[src/rtl/two_ops_acc_pkg.sv]
// Shared constants and types for the two-op subtract stage and its block accumulator.
package two_ops_pkg;
    localparam int DATA_W = 8;

    typedef enum logic {
        ACCUM = 1'b0,
        EMIT  = 1'b1
    } state_t;

    // A 1-word block still needs one counter bit.
    function automatic int cnt_width(input int count);
        return (count <= 2) ? 1 : $clog2(count);
    endfunction
endpackage

[src/rtl/two_ops_acc.sv]
// Sums COUNT consecutive two-op results and emits each block sum on a held valid/ready port.
// Optional carry-out flag on port OVF when TWO_OPS_ACC_OVF_EN is defined.
module two_ops_acc
    import two_ops_pkg::*;
#(
    parameter int COUNT = 4,
    parameter int ACC_W = 10
) (
    input  logic              CLK,
    input  logic              RESETN,
    input  logic [DATA_W-1:0] I,
    input  logic              I_VALID,
    output logic              I_READY,
    input  logic              CLR,
    output logic [ACC_W-1:0]  O,
    output logic              O_VALID,
`ifdef TWO_OPS_ACC_OVF_EN
    output logic              OVF,
`endif
    input  logic              O_READY
);
    localparam int CW = cnt_width(COUNT);
    localparam logic [CW-1:0] LAST = CW'(COUNT - 1);
`ifdef TWO_OPS_ACC_OVF_EN
    localparam int SW = ACC_W + 1;
`else
    localparam int SW = ACC_W;
`endif

    state_t         state;
    logic [ACC_W-1:0] acc;
    logic [CW-1:0]  cnt;
    logic [SW-1:0]  sum;
    logic           accept;
    logic           last;

    // Ready never looks at I_VALID, so no combinational loop through the upstream handshake.
    assign I_READY = RESETN && (state == ACCUM) && !CLR;
    assign accept  = I_VALID && I_READY;
    assign last    = (cnt == LAST);
    assign sum     = SW'(acc) + SW'(I);

    always_ff @(posedge CLK) begin
        if (!RESETN) begin
            state   <= ACCUM;
            acc     <= '0;
            cnt     <= '0;
            O       <= '0;
            O_VALID <= 1'b0;
        end else if (state == ACCUM) begin
            if (CLR) begin
                acc <= '0;
                cnt <= '0;
            end else if (accept) begin
                if (last) begin
                    O       <= sum[ACC_W-1:0];
                    O_VALID <= 1'b1;
                    acc     <= '0;
                    cnt     <= '0;
                    state   <= EMIT;
                end else begin
                    acc <= sum[ACC_W-1:0];
                    cnt <= cnt + 1'b1;
                end
            end
        end else if (O_READY) begin
            O_VALID <= 1'b0;
            state   <= ACCUM;
        end
    end

`ifdef TWO_OPS_ACC_OVF_EN
    logic flag;

    always_ff @(posedge CLK) begin
        if (!RESETN) begin
            flag <= 1'b0;
            OVF  <= 1'b0;
        end else if (state == ACCUM) begin
            if (CLR) begin
                flag <= 1'b0;
            end else if (accept) begin
                if (last) begin
                    OVF  <= flag | sum[ACC_W];
                    flag <= 1'b0;
                end else begin
                    flag <= flag | sum[ACC_W];
                end
            end
        end
    end
`endif

endmodule

[config.mk]
export PLATFORM = sky130hd
export DESIGN_NAME = two_ops_acc
export DESIGN_NICKNAME = d
export VERILOG_FILES = /design/src/rtl/two_ops_acc_pkg.sv /design/src/rtl/two_ops_acc.sv
export SDC_FILE = /design/constraint.sdc
export NUM_CORES = 1
export LEC_CHECK = 0
export ABC_AREA = 1
export CORE_MARGIN = 1.5
export CORE_UTILIZATION = 55
export CTS_BUF_LIST = sky130_fd_sc_hd__clkbuf_8
export CTS_CLUSTER_SIZE = 30
export DETAILED_ROUTE_END_ITERATION = 6
export DONT_BUFFER_PORTS = 1
export PLACE_DENSITY = 0.75
export SYNTH_ARGS = -nofsm -noshare
export SYNTH_HDL_FRONTEND = slang
export SYNTH_SLANG_ARGS = --single-unit
[constraint.sdc]
create_clock -name CLK -period 3.39 [get_ports CLK]
set_input_delay 0.1695 -clock CLK [delete_from_list [all_inputs] [get_ports CLK]]
set_output_delay 0.1695 -clock CLK [all_outputs]
set_load 0.1 [all_outputs]
==> metrics.csv <==
metric,value,unit
antenna_found_initial,0,
place_area,0.00137,sq mm
synth_compound_area_share,15.7,%
p_leak,0.677,nW
fmax,520,MHz
post_cts_buffers,0,
first_iter_violations,20,
chipWidth,53.0,um
hold_viol,0,
fillers,232,
vdd_ir_drop_max,0.000273,V
crit_required,3570,ps
yosysMostFrequentCell,nand2_1,
start_util,60.0,%
syn-mean-instance-area,7.25,sq um
cellPowerDensity,382,mW/mm^2
p_sw_share,24.9,%
maxUsedRoutingLayer,met4,
clock_sinks,24,
synthXorXnorAreaFrac,1.91,%
cts_tree,done,
synth-main-ff-cell,dfxtp_1,
p_comb_share,11.2,%
htree_levels,1,
synth_top_area_share,34.9,%
grt_setup_unrepaired,false,
viasPerCell,5.36,
cp_max_fo,3,
clkLatencyLatePin,270,ps
min_path_cells,2,
final_area,0.00143,sq mm
critPathArrivalTime,2100,ps
root_buffer,clkbuf_8,
synthArstFlopShare,0,%
met2_length,1.31,mm
crit-reg2reg-launch,acc[0]$_SDFFE_PN0P_,
n_antenna_cell,0,
synthesis.area,0.00138,sq mm
min_period,1920,ps
synth_seq_cells,24,
yosys.area_share.simple,27.0,%
cts_max_path_buffers,2,
wl_met1,1.22,mm
gp_congestion,0.857,
hold_start,RESETN,
ant_nets,0,
grt_usage,22.6,%
finalNetCount,214,
cap_violations,0,
synth-seq-area-share,34.9,%
clockPowerShare,36.0,%
finalWirelength,2.69,mm
finalSetupTns,0,ps
worstSetupPathType,flip-flop to flip-flop,
cts-hold-fix-buffers,0,
drc,0,
drtPass1Iterations,4,
grt_overflow_total,0,
yosys_warnings,0,
die_y,53.0,um
worstSetupStartpointType,flip-flop,
finClkSkew,1.41,ps
synth_edf_count,0,
setup_slack,1470,ps
power.switching,136,uW
ff2ff_path_depth,10,
grt_pass1_vias,1132,
synth_top_family_by_area,simple AND/OR/NAND/NOR gates,
timing.rr.end,O[6]$_SDFFE_PN0P_,
ioPinCount,25,
dr_wl_met3,131,um
clkSlewWorstSetupHoldPaths,80,ps
setup-violations-final,0,
syn-num-nets,213,
hold_class,input port to flip-flop,
grt_pass1_wl,4.64,mm
synth_mux_area_share,0,%
design.core.area,0.00230,sq mm
synth_commonest_cells,"nand2_1, dfxtp_1, inv_1",
grt_max_degree,18,
drv_slew,0,
tightest_slew,987,ps
worstHoldEndpoint,O[1]$_SDFFE_PN0P_,
yosysTopAreaCell,dfxtp_1,
seqPwrFrac,52.8,%
slew_headroom,34.1,%
period_share,56.7,%
drt-wirelength-per-cell,12.3,um
synth_cells,190,
regToRegSetupSlack,1470,ps
yosys.area_share.adder,9.63,%
dpl_worst_slack,1480,ps
p_int,409,uW
numPortBuffers,0,
layout-drive-gt1-share,6.84,%
post_cts_resized,0,
yosys-top-cells-area,"dfxtp_1, nand2_1, ha_1",
area_growth_syn_to_layout,3.54,%
dpl.hpwl,2.07,mm
endpoint_kind,flip-flop,
cts_buffers,3,
status,completed,
rows,17,
die_area,0.00281,sq mm
vias,1168,
synthDistinctLibCells,30,
[metal layers]
layer | global-route usage, % | up-vias
met5 | 0 | -
met4 | 6.41 | 0
met3 | 5.08 | 4
met2 | 39.0 | 27
met1 | 27.9 | 528
li1 | - | 609
[cell usage in the layout (no fill, tap or decap), types with 2 or more instances in the layout]
cell type	n
nor2_1	5
inv_1	22
nand3_1	12
nand2_1	60
a21oi_1	21
a21o_1	2
o21a_1	5
clkbuf_8	4
ha_1	9
dfxtp_1	24
o21ai_0	6
xor2_1	2
nand3b_1	3
[power by group through the flow]
stage / registers, mW / logic, mW / clock network, mW
CTS: 0.288 / 0.0610 / 0.200
global placement: 0.294 / 0.0593 / 0
floorplan: 0.294 / 0.0536 / 0
global route: 0.288 / 0.0695 / 0.213
finish: 0.288 / 0.0611 / 0.196
detailed placement: 0.295 / 0.0606 / 0
[worst max path at each step]
stage | start | end
final | acc[0]$_SDFFE_PN0P_ | O[6]$_SDFFE_PN0P_
after detailed placement | acc[0]$_SDFFE_PN0P_ | O[6]$_SDFFE_PN0P_
after global routing | acc[0]$_SDFFE_PN0P_ | O[8]$_SDFFE_PN0P_
after global placement | acc[0]$_SDFFE_PN0P_ | O[6]$_SDFFE_PN0P_
after CTS | acc[0]$_SDFFE_PN0P_ | O[6]$_SDFFE_PN0P_
after floorplan | state$_SDFF_PN0_ | O[5]$_SDFFE_PN0P_
[cell families after synthesis]
kind of cell | Yosys count
adder cells (fa/ha/maj) | 10
AND/OR/NAND/NOR | 85
AO/OA/AOI/OAI | 38
XOR/XNOR | 3
flip-flops | 24
buffers and inverters | 30
[flip-flops by register name, indices dropped and copies added, names as in the netlist]
signal and flops:
O 10, O_VALID 1, acc 10, state 1
cnt 2
[through the flow]
stage | util, % | power [mW] | instances | hold WS (ps)
global placement | 59.7 | 0.354 | 214 | 315
detailed placement | 59.7 | 0.355 | 214 | 319
global route | 62.1 | 0.571 | 218 | 31.4
floorplan | - | 0.348 | 190 | 333
finish | 62.1 | 0.545 | 218 | 37.8
CTS | 62.1 | 0.549 | 218 | 32.6
[worst max-delay path, stage by stage, from the launching register on]
cell,delay [ps]
dfxtp_1,340
ha_1,190
inv_1,60
fa_1,400
o21ai_0,350
nand2_1,140
nand2_1,80
nand2_1,60
nand2_1,60
a21o_1,100
inv_1,30
[layout make-up]
type / count / area (sq um) / share of cell area, %
multi-input combinational: 136 / 747 / 52.4
inverter: 25 / 101 / 7.11
clock buffer: 4 / 55.1 / 3.86
sequential: 24 / 480 / 33.7
timing repair buffer: 1 / 7.51 / 0.526
tap: 28 / 35.0 / 2.46
Power figures use the tool's default switching activity.
